`src/rtl/rob_alloc_pkg.sv`:
```
// Shared processor parameters used by the ROB, the execution ports and the
// ROB allocator. Also provides the slot-index / occupancy types and a
// modulo increment helper.
package rob_alloc_pkg;
    localparam int ROB_SLOTS      = 16;                  // power of two
    localparam int ROB_IDX_BITS   = $clog2(ROB_SLOTS);
    localparam int ARCH_BITS      = 6;                   // architectural reg index width
    localparam int NUM_CPL_PORTS  = 5;
    localparam int ALMOST_FULL_TH = 2;

    typedef logic [ROB_IDX_BITS-1:0]                     rob_idx_t;
    typedef logic [ROB_IDX_BITS:0]                       rob_cnt_t;
    typedef logic [NUM_CPL_PORTS-1:0][ROB_IDX_BITS-1:0]  cpl_idx_t;

    // Pointer increment; wraps for free because ROB_SLOTS is a power of two.
    function automatic rob_idx_t idx_inc(input rob_idx_t i);
        return i + rob_idx_t'(1);
    endfunction
endpackage

```
`src/rtl/rob_alloc_if.sv`:
```
// Bus between decode / completion ports / ROB (master) and the ROB
// allocator (slave).
//   master drives: clear, allocReq, cplValid, cplIdx, commitValid
//   slave drives : allocGrant, allocIdx, headIdx, headReady, count,
//                  full, almostFull, empty, protoErr
interface rob_alloc_if;
    import rob_alloc_pkg::*;

    logic                     clear;
    logic                     allocReq;
    logic                     allocGrant;
    rob_idx_t                 allocIdx;
    logic [NUM_CPL_PORTS-1:0] cplValid;
    cpl_idx_t                 cplIdx;      // port k at [k*ROB_IDX_BITS +: ROB_IDX_BITS]
    logic                     commitValid;
    rob_idx_t                 headIdx;
    logic                     headReady;
    rob_cnt_t                 count;
    logic                     full;
    logic                     almostFull;
    logic                     empty;
    logic                     protoErr;

    modport master (
        output clear, allocReq, cplValid, cplIdx, commitValid,
        input  allocGrant, allocIdx, headIdx, headReady, count,
               full, almostFull, empty, protoErr
    );

    modport slave (
        input  clear, allocReq, cplValid, cplIdx, commitValid,
        output allocGrant, allocIdx, headIdx, headReady, count,
               full, almostFull, empty, protoErr
    );
endinterface

```
`src/rtl/rob_alloc_slot_tracker.sv`:
```
// Per-slot alloc/done bit vectors for the ROB allocator.
//   clk, rst        : clock, synchronous active-high reset
//   clear_i         : flush, wipes both vectors
//   alloc_set_i/idx : mark slot allocated (and not done)
//   cpl_valid_i/idx : NUM_CPL_PORTS completion set ports
//   commit_clr_i/idx: retire slot (clear alloc and done)
//   alloc_o, done_o : current vectors
//   cpl_err_o       : some completion this cycle was illegal (slot not
//                     allocated, already done, or named by two ports)
module rob_alloc_slot_tracker
    import rob_alloc_pkg::*;
(
    input  logic                     clk,
    input  logic                     rst,
    input  logic                     clear_i,
    input  logic                     alloc_set_i,
    input  rob_idx_t                 alloc_idx_i,
    input  logic [NUM_CPL_PORTS-1:0] cpl_valid_i,
    input  cpl_idx_t                 cpl_idx_i,
    input  logic                     commit_clr_i,
    input  rob_idx_t                 commit_idx_i,
    output logic [ROB_SLOTS-1:0]     alloc_o,
    output logic [ROB_SLOTS-1:0]     done_o,
    output logic                     cpl_err_o
);
    logic [ROB_SLOTS-1:0] alloc_q, alloc_d;
    logic [ROB_SLOTS-1:0] done_q,  done_d;
    logic                 cpl_err;

    always_comb begin
        alloc_d = alloc_q;
        done_d  = done_q;
        cpl_err = 1'b0;
        for (int k = 0; k < NUM_CPL_PORTS; k++) begin
            if (cpl_valid_i[k]) begin
                // Legality judged on registered state only, so a slot being
                // allocated this very cycle still counts as unallocated.
                if (alloc_q[cpl_idx_i[k]] && !done_q[cpl_idx_i[k]])
                    done_d[cpl_idx_i[k]] = 1'b1;
                else
                    cpl_err = 1'b1;
                for (int j = 0; j < k; j++)
                    if (cpl_valid_i[j] && (cpl_idx_i[j] == cpl_idx_i[k]))
                        cpl_err = 1'b1;
            end
        end
        // A fresh allocation starts out not-done even if a stray completion
        // hit the same slot this cycle.
        if (alloc_set_i) begin
            alloc_d[alloc_idx_i] = 1'b1;
            done_d[alloc_idx_i]  = 1'b0;
        end
        if (commit_clr_i) begin
            alloc_d[commit_idx_i] = 1'b0;
            done_d[commit_idx_i]  = 1'b0;
        end
    end

    always_ff @(posedge clk) begin
        if (rst || clear_i) begin
            alloc_q <= '0;
            done_q  <= '0;
        end else begin
            alloc_q <= alloc_d;
            done_q  <= done_d;
        end
    end

    assign alloc_o   = alloc_q;
    assign done_o    = done_q;
    assign cpl_err_o = cpl_err;
endmodule

```
`src/rtl/rob_alloc.sv`:
```
// ROB allocator: hands out ROB slot indices in program order, mirrors the
// ROB head via commit pulses, tracks occupancy and flags protocol errors.
//   clk, rst : clock, synchronous active-high reset (dominates clear)
//   bus      : rob_alloc_if.slave (alloc handshake, completions, commit,
//              occupancy flags, sticky protoErr)
module rob_alloc
    import rob_alloc_pkg::*;
(
    input  logic         clk,
    input  logic         rst,
    rob_alloc_if.slave   bus
);
    rob_idx_t             tail_q, tail_d;
    rob_idx_t             head_q, head_d;
    rob_cnt_t             count_q, count_d;
    logic                 perr_q, perr_d;

    logic [ROB_SLOTS-1:0] alloc_v, done_v;
    logic                 cpl_err;
    logic                 full, grant, head_ready, commit_ok;
    rob_cnt_t             free_slots;

    // full comes from registered count: a same-cycle commit never frees a
    // slot for a same-cycle grant.
    assign full       = (count_q == rob_cnt_t'(ROB_SLOTS));
    assign free_slots = rob_cnt_t'(ROB_SLOTS) - count_q;
    assign grant      = bus.allocReq & ~full & ~bus.clear & ~rst;
    assign head_ready = alloc_v[head_q] & done_v[head_q];
    assign commit_ok  = bus.commitValid & ~bus.clear & (count_q != '0) & head_ready;

    rob_alloc_slot_tracker u_trk (
        .clk          (clk),
        .rst          (rst),
        .clear_i      (bus.clear),
        .alloc_set_i  (grant),
        .alloc_idx_i  (tail_q),
        .cpl_valid_i  (bus.cplValid),
        .cpl_idx_i    (bus.cplIdx),
        .commit_clr_i (commit_ok),
        .commit_idx_i (head_q),
        .alloc_o      (alloc_v),
        .done_o       (done_v),
        .cpl_err_o    (cpl_err)
    );

    always_comb begin
        tail_d  = grant     ? idx_inc(tail_q) : tail_q;
        head_d  = commit_ok ? idx_inc(head_q) : head_q;
        count_d = count_q;
        case ({grant, commit_ok})
            2'b10:   count_d = count_q + rob_cnt_t'(1);
            2'b01:   count_d = count_q - rob_cnt_t'(1);
            default: count_d = count_q;
        endcase
        perr_d = perr_q | cpl_err | (bus.commitValid & ~commit_ok);
    end

    always_ff @(posedge clk) begin
        if (rst) begin
            tail_q  <= '0;
            head_q  <= '0;
            count_q <= '0;
            perr_q  <= 1'b0;
        end else if (bus.clear) begin
            // Flush: completions/commits this cycle are ignored, error kept.
            tail_q  <= '0;
            head_q  <= '0;
            count_q <= '0;
        end else begin
            tail_q  <= tail_d;
            head_q  <= head_d;
            count_q <= count_d;
            perr_q  <= perr_d;
        end
    end

    assign bus.allocGrant = grant;
    assign bus.allocIdx   = tail_q;
    assign bus.headIdx    = head_q;
    assign bus.headReady  = head_ready;
    assign bus.count      = count_q;
    assign bus.full       = full;
    assign bus.almostFull = (free_slots <= rob_cnt_t'(ALMOST_FULL_TH));
    assign bus.empty      = (count_q == '0);
    assign bus.protoErr   = perr_q;
endmodule

```
`src/flat_wrapper.sv`:
```
// flat-port wrapper written by rule: the top's interface ports become plain ports
module rob_alloc_flat import rob_alloc_pkg::*;
  (clk, rst, bus_clear, bus_allocReq, bus_cplValid, bus_cplIdx, bus_commitValid, bus_allocGrant, bus_allocIdx, bus_headIdx, bus_headReady, bus_count, bus_full, bus_almostFull, bus_empty, bus_protoErr);
  rob_alloc_if bus_i ();
  input  logic clk;
  input  logic rst;
  input wire logic [$bits(bus_i.clear)-1:0] bus_clear;
  input wire logic [$bits(bus_i.allocReq)-1:0] bus_allocReq;
  input wire logic [$bits(bus_i.cplValid)-1:0] bus_cplValid;
  input wire logic [$bits(bus_i.cplIdx)-1:0] bus_cplIdx;
  input wire logic [$bits(bus_i.commitValid)-1:0] bus_commitValid;
  output wire logic [$bits(bus_i.allocGrant)-1:0] bus_allocGrant;
  output wire logic [$bits(bus_i.allocIdx)-1:0] bus_allocIdx;
  output wire logic [$bits(bus_i.headIdx)-1:0] bus_headIdx;
  output wire logic [$bits(bus_i.headReady)-1:0] bus_headReady;
  output wire logic [$bits(bus_i.count)-1:0] bus_count;
  output wire logic [$bits(bus_i.full)-1:0] bus_full;
  output wire logic [$bits(bus_i.almostFull)-1:0] bus_almostFull;
  output wire logic [$bits(bus_i.empty)-1:0] bus_empty;
  output wire logic [$bits(bus_i.protoErr)-1:0] bus_protoErr;
  assign bus_i.clear = bus_clear;
  assign bus_i.allocReq = bus_allocReq;
  assign bus_i.cplValid = bus_cplValid;
  assign bus_i.cplIdx = bus_cplIdx;
  assign bus_i.commitValid = bus_commitValid;
  assign bus_allocGrant = bus_i.allocGrant;
  assign bus_allocIdx = bus_i.allocIdx;
  assign bus_headIdx = bus_i.headIdx;
  assign bus_headReady = bus_i.headReady;
  assign bus_count = bus_i.count;
  assign bus_full = bus_i.full;
  assign bus_almostFull = bus_i.almostFull;
  assign bus_empty = bus_i.empty;
  assign bus_protoErr = bus_i.protoErr;
  rob_alloc u_core (.clk(clk), .rst(rst), .bus(bus_i));
endmodule
```
`config.mk`:
```
export PLATFORM = sky130hd
export DESIGN_NAME = rob_alloc_flat
export DESIGN_NICKNAME = d
export VERILOG_FILES = /design/src/rtl/rob_alloc_pkg.sv /design/src/rtl/rob_alloc_if.sv /design/src/rtl/rob_alloc_slot_tracker.sv /design/src/rtl/rob_alloc.sv /design/src/flat_wrapper.sv
export SDC_FILE = /design/constraint.sdc
export NUM_CORES = 1
export LEC_CHECK = 0
export ABC_AREA = 0
export BUFFER_PORTS_ARGS = -buffer_cell sky130_fd_sc_hd__buf_4
export CAP_MARGIN = 20
export CORE_MARGIN = 2
export CORE_UTILIZATION = 65
export DETAILED_ROUTE_END_ITERATION = 6
export PLACE_DENSITY = 0.86
export SETUP_SLACK_MARGIN = 0.5
export SYNTH_ARGS = -nofsm -noshare
export SYNTH_HDL_FRONTEND = slang
export SYNTH_HIERARCHICAL = 1
export SYNTH_SLANG_ARGS = --single-unit
```
`constraint.sdc`:
```
create_clock -name clk -period 7.8 [get_ports clk]
set_input_delay 2.34 -clock clk [delete_from_list [all_inputs] [get_ports clk]]
set_output_delay 2.34 -clock clk [all_outputs]
set_load 0.02 [all_outputs]
```
Yosys cells after proc, flatten, opt, wreduce, memory -nomap -nowiden --
Index checks and enable logic that the tools add are counted.
Storage, ports and cells: register bits 46, bits of input ports 30, output and inout bits 19, word-level logic and storage cells 169
Cells by class: add/subtract/negate cells 5, magnitude comparators 15, eq/ne operators 13, multiplexer cells 73, bitwise logic cells 25, reductions and logical operators 32
Operators with widths (number):
- two-way mux 16 bit | 14
- bitwise OR 16 bit | 6
- bitwise AND 16 bit | 3
- binary-select mux 1 bit (select 4 bit) | 12
- equality test 4 bit | 10
- two-way mux 1 bit | 39
- less-than comparator 4 x 5 -> 1 bit, second input constant | 7
- inverter 16 bit | 2
- demux 1 bit (select 4 bit) | 7
- greater-or-equal comparator 4 x 1 -> 1 bit, second input constant | 7
- logical AND 1 bit | 22
- one-hot mux 5 bit (2 select lines) | 1
- adder 4 x 1 -> 4 bit, second input constant | 2
- bitwise AND 1 bit | 8
- adder 5 x 1 -> 5 bit, second input constant | 1
- equality test 5 bit, second input constant | 1
- <= comparator 5 x 2 -> 1 bit, second input constant | 1
- logical NOT 1 bit | 5
- logical NOT 5 bit | 1
- nonzero test 5 bit | 1
- subtractor 5 x 1 -> 5 bit, second input constant | 1
- subtractor 5 bit, first input constant | 1
- inverter 1 bit | 4
- equality test 2 x 1 -> 1 bit, second input constant | 1
- other kinds (5) | 6

Logic depth before layout (Yosys ltp) --
Gate-level depths: netlist of the first run.
depth after elaboration 26, gate-level depth with buffers 15, gate-level depth less buffers 14

Modules after synthesis --
Netlist of the first run, hierarchy kept.
By module, submodules not included:
- rob_alloc_slot_tracker | instances 1, cells each 481, area an instance 4067.7 sq um, sequential area each 640.6 sq um
- rob_alloc | instances 1, cells each 134, area an instance 1122.3 sq um, sequential area each 280.3 sq um

Least setup slack after synthesis of the first run --
Ideal clock, no wire load.
kind input-to-output, from in bus_clear, to out bus_allocGrant, data arrival time 2.964 ns, data required time 5.460 ns, setup slack 2.496 ns, stages on the path 3, buffers on the path 0, path through nor2_1 -> nand2_1 -> inv_1
On the way: word-level cells in the longest chain between the ends 3
Ends and longest elaborated chain:
- start: declaration | line flat_wrapper.sv:7 | input wire logic [$bits(bus_i.clear)-1:0] bus_clear;
- inverter 1 bit | line rob_alloc.sv:27 | assign grant = bus.allocReq & ~full & ~bus.clear & ~rst;
- bitwise AND 1 bit (2 in a row) | line rob_alloc.sv:27
- end: declaration | line flat_wrapper.sv:12 | output wire logic [$bits(bus_i.allocGrant)-1:0] bus_allocGrant;
No other way between the ends.

Worst setup path after layout of the first run --
Ends and elaborated chain as after synthesis.

==> metrics.yaml, run 1 <==
start_util_pct: 67.16
drc: 0
cp.required_ns: 5.46
gp_congestion: 1.004
clockBufferDepth: 2
power_frac_comb_pct: 23.3
clock_latency_ns: 0.30
yosysSeqAreaShare_pct: 17.74
layoutNonFillerInstCount: 735
synth_compound_area_share_pct: 19.00
slew_headroom_pct: 37.86
drtIter0Drc: 605
finClkSkew_ns: 0.007799
floorplan.die.width_um: 93.36
regArea_um2: 920.9
portBuffers: 48
synth_edf_count: 0
muxShareOfSynthArea_pct: 20.15
cts-resized-gates: 0
clockRootBuffer: "clkbuf_8"
grt_max_degree: 28
ys_types: 83
outcome: "completed"
peakVddDrop_v: 0.0001402
antenna_cells: 0
start_kind: "input pin"
gr-total-overflow: 0
antenna_found_initial: 0
max_slew.worst_pin.slew_ns: 0.9308
internal_power_mw: 0.3806
power_switching_share_pct: 29.94
nFillCells: 623
grt_use_total_pct: 40.19
synthesis.area_mm2: 0.005190
synth_fa_ha_area_share_pct: 2.797
synth-simple-area-share_pct: 27.24
synth_xor_area_share_pct: 7.932
holdCritPathClass: "register to register"
hold_viol_final: 0
placed_area_mm2: 0.005475
p_leak_nw: 2.085
post_cts_buffers: 0
setup_tns_ns: 0
maxSlewViolCount: 0
dieArea_mm2: 0.008715
power_mw: 0.5433
cts_tree: "yes"
core_mm2: 0.007727
rows: 32
cts_made_buffers: 5
clkPwrFrac_pct: 32.6
ys.warnings.count: 6
cp_max_fo: 8
final_cell_area_mm2: 0.005585
endpoint_kind: "output port"
min_period_ns: 5.663
p_switching_mw: 0.1627
placed_cells: 727
wl_per_cell_um: 23.99
cap_violations: 0
ys_ff_latch: 46
setup_viol: 0
grt_pass1_wl_um: 26900
layout.nets: 673
syn_area_per_cell_um2: 8.439
vias: 5416
cts-htree-levels: 2
clock-sinks: 46
firstDrtPassIters: 5
ctsHoldBuffers: 0
areaGrowthSynthToFinish_pct: 7.618
first_global_vias: 5097
dp_hpwl_um: 12750
die_y_um: 93.36
fmax_mhz: 176.6
ant_nets: 0
worst_slack_ns: 2.137
post-place-ws_ns: 2.150
synth_top_family_by_area: "simple AND/OR/NAND/NOR gates"
drt-vias-per-instance: 7.369
async_reset_ff_share_pct: 0
rsz0062_at_grt: "no"
pwr-share-seq_pct: 44.1
multiInputGateArea_mm2: 0.004003
clk_pin_slew_ns: 0.08
critical_path_class: "input pin to output port"
fin_crit_sh_pct: 72.61
io-pin-count: 49
cp.arrival_ns: 3.32
drt-total-wl_um: 17640
synth_ff_type: "dfxtp_1"
syn_nets: 656
drive_gt1_share_pct: 18.17
power_density_mw_per_mm2: 97.27
synth_cells: 615
-- metrics by stage --
stage	utilization (%)	hold slack, ns
after detailed placement	70.85	0.5225
after floorplan	-	0.5106
after global placement	70.85	0.5013
after global routing	72.28	0.5725
after CTS	72.28	0.5371
final	72.28	0.5354
-- Yosys cell counts, types with 5 or more instances --
cell type	instances	area (µm²)
a31oi_1	17	106.4
mux2i_1	16	160.2
a21oi_1	30	150.1
and3_1	10	62.56
nor2_1	62	232.7
nor4_1	5	31.28
o21a_1	12	90.09
inv_1	16	60.06
clkbuf_1	13	48.80
nand3b_1	6	45.04
nor2b_1	22	137.6
xnor2_1	16	140.1
ha_1	10	125.1
dfxtp_1	46	920.9
nand2_1	51	191.4
buf_2	15	75.07
or2_2	7	43.79
a211oi_1	5	37.54
nand2b_1	20	125.1
mux4_1	8	210.2
nor3b_1	6	45.04
mux4_2	29	653.1
nand4_1	7	43.79
o21ai_0	16	80.08
nor3_1	22	110.1
nand3_1	20	100.1
xor2_1	31	271.5
o211ai_1	6	45.04
-- cell type report --
cell class / instances / share of cell area [%]
clock buffer: 6 / 1.299
inverter: 17 / 1.142
clock inverter: 2 / 0.6720
sequential: 46 / 16.49
multi-input combinational: 514 / 71.66
tap: 102 / 2.285
timing repair buffer: 48 / 6.452
-- final timing paths --
path / start / endpoint / slack, ns / depth (start not counted)
max: bus_clear / bus_allocGrant / 2.14 / 5
min: u_core/bus.count[4] / u_core/bus.count[4] / 0.54 / 2
max reg2reg: u_core/bus.headIdx[1] / u_core/bus.count[4] / 4.14 / 12
min reg2reg: u_core/bus.count[4] / u_core/bus.count[4] / 0.54 / 2
-- per-layer routing --
layer	vias to the layer above	GRT usage (%)	routed length, µm
li1	2339	-	-
met1	2554	49.95	6434
met2	434	67.75	8290
met3	89	7.977	2052
met4	0	17.40	858
met5	-	0	0
-- power by group through the flow --
stage / registers, mW / clock network, mW / logic (mW)
final: 0.239 / 0.177 / 0.127
after global routing: 0.240 / 0.187 / 0.134
after CTS: 0.239 / 0.179 / 0.123
after detailed placement: 0.245 / 0 / 0.123
after global placement: 0.245 / 0 / 0.119
after floorplan: 0.245 / 0 / 0.0857
-- layout by cell type (no fill, tap or decap), types with 6 or more instances in the layout --
master | synthesis | layout
a21oi_1 | 30 | 30
a31oi_1 | 17 | 17
and3_1 | 10 | 10
buf_4 | 2 | 48
dfxtp_1 | 46 | 46
ha_1 | 10 | 10
inv_1 | 16 | 16
mux2i_1 | 16 | 16
mux4_1 | 8 | 8
mux4_2 | 29 | 29
nand2_1 | 51 | 51
nand2b_1 | 20 | 20
nand3_1 | 20 | 20
nand3b_1 | 6 | 6
nand4_1 | 7 | 7
nor2_1 | 62 | 62
nor2b_1 | 22 | 22
nor3_1 | 22 | 22
nor3b_1 | 6 | 6
o211ai_1 | 6 | 6
o21a_1 | 12 | 12
o21ai_0 | 16 | 16
or2_2 | 7 | 7
xnor2_1 | 16 | 16
xor2_1 | 31 | 31
-- cells by family after synthesis --
logic type | after synthesis
DFF | 46
adders and majority gates | 11
and+or+nand+nor | 265
AOI/OAI and AO/OA | 136
muxes | 55
xor gates and xnor gates | 47
buffers and inverters | 55
-- flip-flops by register name, summed over array words and instances (netlist names) --
register              count
u_core/bus.allocIdx       4
u_core/bus.count          5
u_core/bus.headIdx        4
u_core/bus.protoErr       1
u_core/u_trk/alloc_o     16
u_core/u_trk/done_o      16
-- critical path, cell delays in order --
cell	delay, ns
buf_4	0.12
nor2_1	0.36
nand2_1	0.16
inv_1	0.17
buf_4	0.17
No activity file was read; power rests on OpenSTA's default activity.
==> inputs of run 2 (changes only) <==
--- a/config.mk
+++ b/config.mk
@@ -9,9 +9,9 @@
 export BUFFER_PORTS_ARGS = -buffer_cell sky130_fd_sc_hd__buf_4
 export CAP_MARGIN = 20
 export CORE_MARGIN = 2
-export CORE_UTILIZATION = 65
+export CORE_UTILIZATION = 55
 export DETAILED_ROUTE_END_ITERATION = 6
-export PLACE_DENSITY = 0.86
+export PLACE_DENSITY = 0.78
 export SETUP_SLACK_MARGIN = 0.5
 export SYNTH_ARGS = -nofsm -noshare
 export SYNTH_HDL_FRONTEND = slang
==> constraint.sdc (replaced) <==
create_clock -name clk -period 5.2 [get_ports clk]
set_input_delay 1.56 -clock clk [delete_from_list [all_inputs] [get_ports clk]]
set_output_delay 1.56 -clock clk [all_outputs]
set_load 0.02 [all_outputs]
==> metrics.yaml, run 2 (synthesis gave the netlist of run 1 again) <==
cp_max_fo: 8  # unchanged
setup_viol: 0  # unchanged
die_y_um: 101.1  # +8.3%
ant_nets: 0  # unchanged
drt-total-wl_um: 18000  # +2.0%
cp.arrival_ns: 2.57  # -0.75 ns
dieArea_mm2: 0.01023  # +17%
finClkSkew_ns: 0.006686  # -0.001113 ns
drtIter0Drc: 641  # +6.0%
vias: 5317  # -1.8%
holdCritPathClass: "register to register"
p_leak_nw: 2.091  # +0.31%
power_switching_share_pct: 30.09  # +0.15 points
setup_tns_ns: 0  # unchanged
power_mw: 0.8174  # +50%
power_density_mw_per_mm2: 146.0  # +50%
fin_crit_sh_pct: 79.36
clock_latency_ns: 0.30  # about the same
grt_pass1_wl_um: 27170  # +1.0%
gp_congestion: 0.9723  # -3.1%
clockRootBuffer: "clkbuf_8"
drt-vias-per-instance: 7.137  # -3.1%
cts-htree-levels: 2  # unchanged
cts_tree: "yes"
post_cts_buffers: 0  # unchanged
io-pin-count: 49  # unchanged
outcome: "completed"
core_mm2: 0.009196  # +19%
clk_pin_slew_ns: 0.08  # about the same
cts-resized-gates: 0  # unchanged
rows: 35  # +9.4%
clockBufferDepth: 2  # unchanged
clock-sinks: 46  # unchanged
portBuffers: 48  # unchanged
slew_headroom_pct: 41.78  # +3.9 points
cap_violations: 0  # unchanged
first_global_vias: 4886  # -4.1%
peakVddDrop_v: 0.0001394  # -0.58%
grt_use_total_pct: 34.94  # -5.2 points
areaGrowthSynthToFinish_pct: 7.907
rsz0062_at_grt: "no"
floorplan.die.width_um: 101.1  # +8.3%
firstDrtPassIters: 5  # unchanged
p_switching_mw: 0.2460  # +51%
maxSlewViolCount: 0  # unchanged
crit_path_top_delay_cell: "nor2_1"
grt_max_degree: 28  # unchanged
ctsHoldBuffers: 0  # unchanged
slowest_delay_ns: 0.40  # +0.04 ns
antenna_cells: 0  # unchanged
crit_path_frequent_cell: "buf_4"
crit_chain: "buf_4, nor2_1, nand2_1, inv_1, buf_4"
critical_path_class: "input pin to output port"
gr-total-overflow: 0  # unchanged
layout.nets: 674  # +0.15%
cp.required_ns: 3.64  # -1.82 ns
internal_power_mw: 0.5715  # +50%
antenna_found_initial: 0  # unchanged
start_kind: "input pin"
fmax_mhz: 242.3
max_slew.worst_pin.slew_ns: 0.8721  # -0.05872 ns
clkPwrFrac_pct: 32.9  # +0.3 points
drc: 0  # unchanged
mostFrequentLayoutCells: "nor2_1, nand2_1, buf_4"
pwr-share-seq_pct: 43.9  # -0.2 points
power_frac_comb_pct: 23.1  # -0.2 points
min_period_ns: 4.127
start_util_pct: 56.44  # -11 points
wl_per_cell_um: 24.16  # +0.68%
drive_gt1_share_pct: 18.14  # -0.029 points
cts_made_buffers: 5  # unchanged
hold_viol_final: 0  # unchanged
endpoint_kind: "output port"
mostFrequentLayoutCell: "nor2_1"
nFillCells: 819  # +31%
dp_hpwl_um: 13080  # +2.6%
[run 2: cell types whose count changed in the layout (fill, tap and decap cells not counted), sizes merged]
cell and change:
clkbuf +1, buf +1, clkinvlp -1
[run 2: power groups by stage]
stage	clock network [mW]	registers, mW	logic (mW)
final	0.269	0.359	0.189
after global routing	0.287	0.360	0.200
after CTS	0.273	0.359	0.186
after detailed placement	0	0.367	0.185
after global placement	0	0.367	0.181
after floorplan	0	0.368	0.129
[run 2: path summary, 6_finish.rpt]
| path | start | to | slack, ns | cells past startpoint |
|---|---|---|---|---|
| hold reg to reg | u_core/bus.count[4] | u_core/bus.count[4] | 0.56 | 2 |
| setup reg to reg | u_core/bus.headIdx[1] | u_core/bus.count[4] | 1.54 | 12 |
| setup / recovery | bus_clear | bus_allocGrant | 1.07 | 5 |
| hold / removal | u_core/bus.count[4] | u_core/bus.count[4] | 0.56 | 2 |
[run 2: worst max-delay path: cells and delay by family]
family,cells,cell delay [ns]
buffers and inverters,3,0.44
and+or+nand+nor,2,0.56
[run 2: layout make-up]
type | count | area, µm² | area share, %
inverters | 17 | 63.81 | 1.139
multi-input cells | 514 | 4003 | 71.47
clock buffers | 7 | 76.32 | 1.363
well taps | 111 | 138.9 | 2.480
clock inverters | 1 | 30.03 | 0.5362
flip-flops and latches | 46 | 920.9 | 16.44
repair buffers | 49 | 367.9 | 6.568
[run 2: through the flow]
step / utilization [%] / worst slack [ns] / cell area (µm²) / hold slack, ns / cells
after CTS: 60.90 / 1.082 / 5600 / 0.5528 / 745
after global placement: 59.74 / 1.180 / 5494 / 0.5084 / 737
final: 60.90 / 1.073 / 5600 / 0.5568 / 745
after floorplan: - / 1.456 / 5190 / 0.5106 / 615
after global routing: 60.90 / 0.9485 / 5600 / 0.5936 / 745
after detailed placement: 59.74 / 1.106 / 5494 / 0.5393 / 737
[run 2: routing by layer]
layer / track usage [%] / wire length, µm / vias to the layer above
met5: 0 / 0 / -
met4: 16.32 / 836 / 0
met3: 6.004 / 1859 / 70
met2: 56.95 / 8431 / 355
met1: 45.32 / 6869 / 2545
li1: - / - / 2347
==> inputs of run 3 (changes only) <==
--- a/config.mk
+++ b/config.mk
@@ -5,11 +5,11 @@
 export SDC_FILE = /design/constraint.sdc
 export NUM_CORES = 1
 export LEC_CHECK = 0
-export ABC_AREA = 0
+export ABC_AREA = 1
 export BUFFER_PORTS_ARGS = -buffer_cell sky130_fd_sc_hd__buf_4
 export CAP_MARGIN = 20
 export CORE_MARGIN = 2
-export CORE_UTILIZATION = 55
+export CORE_UTILIZATION = 56
 export DETAILED_ROUTE_END_ITERATION = 6
 export PLACE_DENSITY = 0.78
 export SETUP_SLACK_MARGIN = 0.5
==> constraint.sdc (replaced) <==
create_clock -name clk -period 3.6 [get_ports clk]
set_input_delay 1.08 -clock clk [delete_from_list [all_inputs] [get_ports clk]]
set_output_delay 1.08 -clock clk [all_outputs]
set_load 0.02 [all_outputs]
==> metrics.yaml, run 3 <==
outcome: "completed"
internal_power_mw: 0.8022  # +40%
start_kind: "register"
r2r_slack_ns: 0.70  # -0.84 ns
areaGrowthSynthToFinish_pct: 7.338
fmax_mhz: 335.8
worst_slack_ns: 0.6216  # -0.4516 ns
rows: 38  # +8.6%
ys_top_cells_by_area: "nand2_1, dfxtp_1, nor2_1"
cp.arrival_ns: 1.90  # -0.67 ns
power_frac_comb_pct: 24.4  # +1.3 points
drtIter0Drc: 1273  # +99%
setup_tns_ns: 0  # unchanged
dieArea_mm2: 0.01201  # +17%
ys_types: 43  # -48%
post-place-ws_ns: 0.2848  # -0.8210 ns
setup_viol: 0  # unchanged
layout.nets: 1292  # +92%
vias: 7942  # +49%
async_reset_ff_share_pct: 0  # unchanged
critical_path_class: "register to output port"
holdCritPathClass: "register to register"
gr-total-overflow: 0  # unchanged
drt-vias-per-instance: 5.705  # -20%
cts_made_buffers: 5  # unchanged
wl_per_cell_um: 16.79  # -30%
max_slew.worst_pin.slew_ns: 0.6531  # -0.2190 ns
floorplan.die.width_um: 109.6  # +8.3%
io-pin-count: 49  # unchanged
worstReg2RegStart: "u_core/bus.count[0]"
cp.required_ns: 2.52  # -1.12 ns
gp_congestion: 1.089  # +12%
power_switching_share_pct: 32.74  # +2.7 points
cp_max_fo: 7  # -1
clk_pin_slew_ns: 0.09  # about the same
reg2reg_depth: 16  # +4
synthesis.area_mm2: 0.006241  # +20%
hold_path_end: "u_core/bus.protoErr"
synth_cells: 1230  # +100%
syn_nets: 1271  # +94%
antenna_cells: 0  # unchanged
grt_use_met1_pct: 55.37  # +10 points
p_switching_mw: 0.3906  # +59%
finClkSkew_ns: 0.006672  # -0.00001424 ns
clockBufferDepth: 2  # unchanged
crit_chain: "inv_1, ha_1, nand2_1, nor2_1, ha_1, inv_1, nand2_1, nor2_4, buf_4"
clockRootBuffer: "clkbuf_8"
cts_tree: "yes"
synth.top_cell.area_share_pct: 30.79  # +13 points
drive_gt1_share_pct: 9.984  # -8.2 points
clock-sinks: 46  # unchanged
core_mm2: 0.01084  # +18%
cap_violations: 0  # unchanged
clock_latency_ns: 0.30  # about the same
regArea_um2: 923.4  # +0.27%
rr_endpoint: "u_core/bus.count[3]"
ys.warnings.count: 6  # unchanged
met2_usage_pct: 58.11  # +1.2 points
path_buf_inv: 3  # unchanged
yosysTopAreaCell: "nand2_1"
slowest_delay_ns: 0.37  # -0.03 ns
rsz0062_at_grt: "no"
slew_headroom_pct: 56.30  # +15 points
min_path_cells: 2  # unchanged
min_period_ns: 2.978
mostFrequentLayoutCells: "nand2_1, nor2_1, nand3_1"
syn_area_per_cell_um2: 5.074  # -40%
min_from: "u_core/bus.protoErr"
top_usage_layer: "met2"
first_global_vias: 6928  # +42%
endpoint_kind: "output port"
portBuffers: 48  # unchanged
synth_common_cells: "nand2_1, nor2_1, nand3_1, inv_1, dfxtp_1"
ys_ff_latch: 46  # unchanged
placed_area_mm2: 0.006533  # +19%
p_leak_nw: 3.398  # +62%
crit_path_top_delay_cell: "dfxtp_2"
yosysSeqAreaShare_pct: 14.76  # -3.0 points
grt_use_total_pct: 39.10  # +4.2 points
synth_edf_count: 0  # unchanged
dp_hpwl_um: 17280  # +32%
nFillCells: 1122  # +37%
ant_nets: 0  # unchanged
cts-htree-levels: 2  # unchanged
clkPwrFrac_pct: 32.4  # -0.5 points
pwr-share-seq_pct: 43.2  # -0.7 points
drt-total-wl_um: 23380  # +30%
yosysMostFrequentCell: "nand2_1"
die_y_um: 109.6  # +8.3%
firstDrtPassIters: 6  # +1
hold_viol_final: 0  # unchanged
holdWs_ns: 0.4659  # -0.09087 ns
drc: 0  # unchanged
start_util_pct: 57.57  # +1.1 points
antenna_found_initial: 0  # unchanged
met3_usage_pct: 8.299  # +2.3 points
power_density_mw_per_mm2: 178.1  # +22%
final_cell_area_mm2: 0.006699  # +20%
cp_top_family: "adder cells"
multiInputGateArea_mm2: 0.004576  # +14%
fin_crit_sh_pct: 82.73
grt_max_degree: 31  # +11%
maxSlewViolCount: 0  # unchanged
grt_pass1_wl_um: 36050  # +33%
peakVddDrop_v: 0.0002428  # +74%
synth_ff_type: "dfxtp_1"
mostFrequentLayoutCell: "nand2_1"
==> run 3: cell types whose count changed in the layout (fill, tap and decap cells not counted), sizes merged, moves of 19 or more <==
cell,change
buf,+19
nor3,-22
xor2,-21
o21ai,+36
mux4,-37
nand2b,-20
nor2b,-23
nor2,+146
inv,+90
nand2,+471
nand3,+128
==> run 3: worst max path at each step <==
stage | end | from | slack [ns] | depth (start not counted)
4_1_cts | bus_allocGrant | u_core/bus.count[0] | 0.50 | 9
5_1_grt | bus_allocGrant | u_core/bus.count[0] | 0.48 | 9
3_3_place_gp | u_core/bus.count[3] | bus_clear | 0.44 | 12
2_1_floorplan | u_core/bus.count[4] | u_core/bus.count[0] | 0.53 | 17
3_5_place_dp | u_core/bus.count[3] | bus_clear | 0.28 | 12
6_report | bus_allocGrant | u_core/bus.count[0] | 0.62 | 9
==> run 3: per-layer routing <==
metal	vias to the layer above	wire, µm
li1	3861	-
met1	3518	9639
met2	499	9849
met3	64	3078
met4	0	810
met5	-	0
==> run 3: per-stage QoR <==
stage / instances / total power [mW] / util [%]
3_5_place_dp: 1380 / 0.8030 / 60.26
2_1_floorplan: 1230 / 0.7236 / -
5_1_grt: 1392 / 1.241 / 61.80
4_1_cts: 1388 / 1.181 / 61.40
6_report: 1392 / 1.193 / 61.80
3_3_place_gp: 1380 / 0.8018 / 60.26
==> run 3: power by group through the flow <==
stage / Combinational, mW / Sequential, mW / Clock, mW
final: 0.290 / 0.516 / 0.387
after global routing: 0.312 / 0.517 / 0.413
after CTS: 0.278 / 0.516 / 0.388
after detailed placement: 0.275 / 0.528 / 0
after global placement: 0.274 / 0.528 / 0
after floorplan: 0.193 / 0.530 / 0
==> run 3: worst min-delay path: cells and delay by family, from the launching register on <==
family / cells / cell delay, ns
AND/OR/NAND/NOR: 2 / 0.10
flip-flops: 1 / 0.33
==> run 3: what timing repair did <==
action | in CTS | in global routing
hold buffers | 0 | 0
endpoints found under the setup margin | 3 | 4
setup buffers | 0 | 4
resized for setup | 4 | 4
pin swaps | 1 | 2
==> run 3: area by class of cell <==
| type | count | area share [%] |
|---|---|---|
| Clock buffer | 6 | 1.083 |
| Clock inverter | 2 | 0.5603 |
| Inverter | 107 | 6.033 |
| Multi-Input combinational cell | 1023 | 68.30 |
| Sequential cell | 46 | 13.78 |
| Tap cell | 140 | 2.615 |
| Timing Repair Buffer | 68 | 7.620 |
==> run 3: kinds of logic after synthesis <==
logic type / after synthesis / synth area share [%]
xor gates and xnor gates: 20 / 2.807
buffers and inverters: 161 / 12.31
AOI/OAI and AO/OA: 95 / 8.240
and+or+nand+nor: 896 / 59.40
DFF: 46 / 14.76
adders and majority gates: 11 / 2.326
muxes: 1 / 0.1604
